## src/rtl/mmio_uart_tx.sv

```systemverilog
// Memory-mapped 8N1 UART transmitter: decodes core stores to TXDATA/STATUS,
// queues bytes in a small FIFO and serialises them LSB first on a registered tx line.
module mmio_uart_tx #(
    parameter int          CLKS_PER_BIT = 16,
    parameter int          FIFO_DEPTH   = 4,
    parameter logic [31:0] BASE_ADDR    = 32'h0000_0100
) (
    input  logic        clk,
    input  logic        reset,
    input  logic        memwrite,
    input  logic [31:0] Data_add,
    input  logic [31:0] write_data,
    output logic        sel,
    output logic [31:0] rd_data,
    output logic        tx,
    output logic        tx_busy,
    output logic        overflow
);

    localparam int PTR_W  = $clog2(FIFO_DEPTH);
    localparam int CNT_W  = PTR_W + 1;
    localparam int BAUD_W = $clog2(CLKS_PER_BIT);
    localparam logic [BAUD_W-1:0] BAUD_LAST = BAUD_W'(CLKS_PER_BIT - 1);
    localparam logic [CNT_W-1:0]  CNT_FULL  = CNT_W'(FIFO_DEPTH);

    typedef enum logic [1:0] {IDLE, START, DATA, STOP} state_t;

    state_t              state_reg, state_next;
    logic [7:0]          shreg_reg, shreg_next;
    logic [2:0]          bitcnt_reg, bitcnt_next;
    logic [BAUD_W-1:0]   baudcnt_reg, baudcnt_next;
    logic                tx_reg, tx_next;

    logic [PTR_W-1:0]    rptr_reg, wptr_reg;
    logic [CNT_W-1:0]    count_reg;
    logic [7:0]          mem [FIFO_DEPTH];
    logic                overflow_reg;

    logic                hit_txdata, hit_status_wr;
    logic                fifo_empty, fifo_full;
    logic                pop, push_ok, drop;
    logic                baud_done;
    logic [7:0]          head;
    logic                unused_bits;

    assign hit_txdata    = memwrite && (Data_add == BASE_ADDR);
    assign hit_status_wr = memwrite && (Data_add == BASE_ADDR + 32'd4);
    assign fifo_empty    = (count_reg == '0);
    assign fifo_full     = (count_reg == CNT_FULL);
    // A pop in the same cycle frees the slot, so a push while full is still accepted.
    assign push_ok       = hit_txdata && (!fifo_full || pop);
    assign drop          = hit_txdata && fifo_full && !pop;
    assign head          = mem[rptr_reg];
    assign unused_bits   = ^write_data[31:8];

    generate
        for (genvar gi = 0; gi < FIFO_DEPTH; gi++) begin : g_entry
            always_ff @(posedge clk) begin
                if (push_ok && (wptr_reg == PTR_W'(gi))) begin
                    mem[gi] <= write_data[7:0];
                end
            end
        end
    endgenerate

    always_ff @(posedge clk) begin
        if (reset) begin
            rptr_reg  <= '0;
            wptr_reg  <= '0;
            count_reg <= '0;
        end else begin
            if (push_ok) wptr_reg <= wptr_reg + 1'b1;
            if (pop)     rptr_reg <= rptr_reg + 1'b1;
            if (push_ok && !pop)      count_reg <= count_reg + 1'b1;
            else if (!push_ok && pop) count_reg <= count_reg - 1'b1;
        end
    end

    // Setting takes priority over clearing.
    always_ff @(posedge clk) begin
        if (reset)              overflow_reg <= 1'b0;
        else if (drop)          overflow_reg <= 1'b1;
        else if (hit_status_wr && write_data[3]) overflow_reg <= 1'b0;
    end

    always_ff @(posedge clk) begin
        if (reset) begin
            state_reg   <= IDLE;
            shreg_reg   <= '0;
            bitcnt_reg  <= '0;
            baudcnt_reg <= '0;
            tx_reg      <= 1'b1;
        end else begin
            state_reg   <= state_next;
            shreg_reg   <= shreg_next;
            bitcnt_reg  <= bitcnt_next;
            baudcnt_reg <= baudcnt_next;
            tx_reg      <= tx_next;
        end
    end

    assign baud_done = (baudcnt_reg == BAUD_LAST);

    always_comb begin
        state_next   = state_reg;
        shreg_next   = shreg_reg;
        bitcnt_next  = bitcnt_reg;
        baudcnt_next = baudcnt_reg;
        pop          = 1'b0;
        case (state_reg)
            IDLE: begin
                if (!fifo_empty) begin
                    pop          = 1'b1;
                    shreg_next   = head;
                    baudcnt_next = '0;
                    state_next   = START;
                end
            end
            START: begin
                if (baud_done) begin
                    baudcnt_next = '0;
                    bitcnt_next  = '0;
                    state_next   = DATA;
                end else begin
                    baudcnt_next = baudcnt_reg + 1'b1;
                end
            end
            DATA: begin
                if (baud_done) begin
                    baudcnt_next = '0;
                    shreg_next   = {1'b0, shreg_reg[7:1]};
                    if (bitcnt_reg == 3'd7) state_next = STOP;
                    else                    bitcnt_next = bitcnt_reg + 1'b1;
                end else begin
                    baudcnt_next = baudcnt_reg + 1'b1;
                end
            end
            STOP: begin
                if (baud_done) begin
                    baudcnt_next = '0;
                    if (!fifo_empty) begin
                        pop        = 1'b1;
                        shreg_next = head;
                        state_next = START;
                    end else begin
                        state_next = IDLE;
                    end
                end else begin
                    baudcnt_next = baudcnt_reg + 1'b1;
                end
            end
            default: state_next = IDLE;
        endcase
    end

    // tx is registered from the next state so it changes exactly on the bit boundary.
    always_comb begin
        tx_next = 1'b1;
        case (state_next)
            START:   tx_next = 1'b0;
            DATA:    tx_next = shreg_next[0];
            default: tx_next = 1'b1;
        endcase
    end

    assign tx       = tx_reg;
    assign tx_busy  = (state_reg != IDLE);
    assign overflow = overflow_reg;
    assign sel      = (Data_add[31:3] == BASE_ADDR[31:3]);
    assign rd_data  = (Data_add == BASE_ADDR + 32'd4)
                    ? {28'b0, overflow_reg, tx_busy, fifo_empty, fifo_full}
                    : 32'b0;

endmodule

```

## config.mk

```make
export PLATFORM = sky130hd
export DESIGN_NAME = mmio_uart_tx
export DESIGN_NICKNAME = d
export VERILOG_FILES = /design/src/rtl/mmio_uart_tx.sv
export SDC_FILE = /design/constraint.sdc
export NUM_CORES = 1
export LEC_CHECK = 0
export ABC_CLOCK_PERIOD_IN_PS = 3450
export CAP_MARGIN = 10
export CORE_MARGIN = 2
export CORE_UTILIZATION = 45
export DETAILED_ROUTE_END_ITERATION = 10
export PLACE_DENSITY = 0.9
export SLEW_MARGIN = 0
export SYNTH_ARGS = -nofsm -noshare
export SYNTH_HDL_FRONTEND = slang
export SYNTH_SLANG_ARGS = --single-unit
export TNS_END_PERCENT = 10
```

## constraint.sdc

```tcl
create_clock -name clk -period 3.45 [get_ports clk]
set_input_delay 0.69 -clock clk [delete_from_list [all_inputs] [get_ports clk]]
set_output_delay 0.69 -clock clk [all_outputs]
set_load 0.02 [all_outputs]
```

==> impl_results.md <==
* Crit end category: output port
* Total power at 0.00245 W
* WL/cell at 14.0 um
* Initial drt markers at 163
* Fin. Hold Viols at 0
* Fmax achieved at 302 MHz
* Largest net degree at the start of global routing at 23
* CP max-delay cell: clkdlybuf4s50_1
* Setup WS pre-CTS at -0.0567 ns
* Worst Hold End: bitcnt_reg[2]
* Clock tree buffer depth at 2
* Worst-Margin Slew at 0.838 ns
* Outcome: completed
* Count of final setup violators at 0
* Post-route DRC at 0
* Vias at 2222
* Register bit count reported by yosys at 60
* HP Start: bitcnt_reg[2]
* Post-layout util at 0.566
* I/O pin count at 103
* # H-tree levels at 3
* Critical-path maximum fanout at 2
* Reg-to-reg slack, setup at 0.56 ns
* EDFF count, synth at 32
* # rows at 30
* Ys flop type: edfxtp_1
* Fraction of registers with async set/reset at 0
* Largest area contributor in the netlist: edfxtp_1
* Slew HR at 0.439
* Critical R2R Capture: count_reg[2]
* Placer Congestion at 0.829
* Ys Warns at 0
* Via density per instance at 5.25
* CTS root buf: clkbuf_8
* Critical path class: input pin to output port
* Crit path top cell by count: clkdlybuf4s50_1
* First-pass GRT wire length at 9490 um
* Crit share post-route at 0.960
* WHS Path Cells at 2
* Post-Synthesis Cell Area at 0.00308 mm2
* Sequential fraction of the synthesis area at 0.494
* Reg-to-Reg Start: baudcnt_reg[0]
* Max-cap viol count at 0
* Area of the core at 0.00672 mm2
* FF+latch area at 0.00152 mm2
* Buffers added on ports at 50
* Mapped Cells at 286
* Post-DRT Antenna Nets at 0
* Synth area leaders: edfxtp_1 (31%), dfxtp_1 (18%), buf_4 (7.1%)
* Cell variety after synth at 45
* Total routed wirelength at 5900 um
* Area grow syn2layout at 23.4%
* Total GRT Usage at 0.166
* Setup Buffers After CTS at 0
* Unrepaired setup endpoints after global routing: no
* LEAKAGE at 1.43 nW
* Total grt overflow at 0
* Hold slack at 0.466 ns
* VDD IR max at 0.402 mV
* Crit path largest cell delay at 0.64 ns
* Min-Delay Path Class: flip-flop to flip-flop
* Clock Skews at 0.00953 ns
* N_diodes at 0
* Initial antenna violation count at 0
* Final setup margin at 0.139 ns
* Vias in the first global route at 2030
* P per Cell Area at 645 mW/mm2
* DP HPWL at 4210 um
* Multi-input logic area at 0.00139 mm2
* Layout cells sized above 1 at 0.108
* Nets at 419
* Top cell type's share of synthesized area at 0.312
* Req. time, crit path at 2.76 ns
* Initial Util at 0.458
* Die area at 0.00752 mm2
* Layout fillers at 539
* Die Wd at 86.7 um
* Clock Pin Slew Worst Setup and Hold Paths at 0.07 ns
* Cts bufs inserted at 9
* Max reg flops at 32
* WP data arrival at 2.62 ns
* Die Y-Extent at 86.7 um
* Critical Path Start Type: input pin
* Worst reg2reg path depth at 11
* Clock Sinks at 60
* Cell Chain, Critical Path: clkdlybuf4s50_1 > nor4_1 > nand4_1 > buf_4 > nor3_1 > clkdlybuf4s50_1
* TritonRoute pass-1 iters at 4
* Clk_lat worst skew at 0.35 ns
* Syn avg cell area at 10.8 um2
* Pins Over Slew Limit at 0
* Fin crit period at 3.31 ns
* CTS tree: built
stage by stage:
step,std cells,cell area [um2],setup TNS [ns]
6_report,423,3800,0
5_1_grt,423,3800,0
4_1_cts,423,3770,0
3_5_place_dp,407,3550,-0.136
3_3_place_gp,407,3550,0
2_1_floorplan,313,3180,0
cell usage after synthesis, drive strengths merged, types with 4 or more instances:
| cell | n |
|---|---|
| buf | 34 |
| edfxtp | 32 |
| nor2 | 32 |
| dfxtp | 28 |
| nand2 | 25 |
| a21oi | 17 |
| nor3 | 14 |
| ha | 13 |
| a211oi | 8 |
| inv | 8 |
| mux4 | 8 |
| nor4 | 8 |
| clkbuf | 6 |
| and2 | 5 |
| o21ai | 5 |
| nand4 | 4 |
critical path, delay by kind of cell:
| kind | cells | cell delay (ns) |
|---|---|---|
| buffers and inverters | 3 | 1.28 |
| and+or+nand+nor | 3 | 0.64 |
how the worst max path moves through the flow:
| stage | startpoint | slack, ns | to |
|---|---|---|---|
| detailed placement | Data_add[4] | -0.06 | count_reg[2] |
| floorplan | Data_add[12] | 0.57 | count_reg[2] |
| global route | Data_add[24] | 0.03 | sel |
| finish | Data_add[24] | 0.14 | sel |
| global placement | Data_add[4] | 0.05 | rd_data[3] |
| CTS | Data_add[4] | 0.03 | rd_data[1] |
routing by layer:
layer | global-route usage | up-vias | share of wire
li1 | - | 1090 | -
met5 | 0 | - | 0
met2 | 0.277 | 93 | 0.52
met1 | 0.194 | 1028 | 0.39
met4 | 0.0795 | 0 | 0.028
met3 | 0.0524 | 11 | 0.062
what timing repair did:
| action | in CTS | in global routing |
|---|---|---|
| endpoints found under the setup margin | 4 | 4 |
| hold buffers | 0 | 0 |
| resized for setup | 1 | 8 |
| pin swaps | 0 | 1 |
area by class of cell:
| cell class | count | area share |
|---|---|---|
| Clock buffer | 10 | 0.0336 |
| Clock inverter | 6 | 0.0234 |
| Inverter | 8 | 0.00790 |
| Multi-Input combinational cell | 205 | 0.366 |
| Sequential cell | 60 | 0.400 |
| Tap cell | 80 | 0.0263 |
| Timing Repair Buffer | 54 | 0.142 |
logic make-up (layout without fill, tap and decap cells):
kind of cell | after synthesis | count (layout) | share of synthesized area
AOI/OAI and AO/OA | 44 | 44 | 0.103
xor gates and xnor gates | 5 | 5 | 0.0142
adders and majority gates | 14 | 14 | 0.0593
buffers and inverters | 48 | 78 | 0.0955
DFF | 60 | 60 | 0.494
muxes | 10 | 10 | 0.0650
other | 1 | 28 | 0.00122
and+or+nand+nor | 104 | 104 | 0.168
power by group:
group          switching, W  internal [W]
Combinational      0.000477      0.000358
Sequential        0.0000892      0.000834
Clock              0.000288      0.000406
cells in the final DEF, fill, tap and decap left out, types with 2 or more instances in the layout:
cell type | synthesis | routed
nor3_1 | 14 | 14
a31oi_1 | 3 | 3
nand4_1 | 4 | 4
a21oi_1 | 17 | 17
nand3_1 | 3 | 3
edfxtp_1 | 32 | 32
nand2_1 | 25 | 25
buf_4 | 29 | 4
bufinv_16 | 0 | 2
inv_1 | 8 | 8
mux2i_1 | 2 | 2
mux4_2 | 8 | 8
nor4_1 | 7 | 4
xor2_1 | 3 | 3
xnor2_1 | 2 | 2
a211oi_1 | 8 | 8
nor2_1 | 32 | 31
dfxtp_1 | 28 | 28
clkinvlp_4 | 0 | 2
a21o_1 | 2 | 2
and2_1 | 5 | 5
conb_1 | 1 | 28
or3_1 | 2 | 2
dlymetal6s2s_1 | 0 | 4
nand3b_1 | 3 | 3
clkdlybuf4s50_1 | 0 | 46
o21ai_0 | 5 | 5
clkbuf_8 | 0 | 9
ha_1 | 13 | 13
nor4_2 | 0 | 3
(Power assumes the default switching activity.)
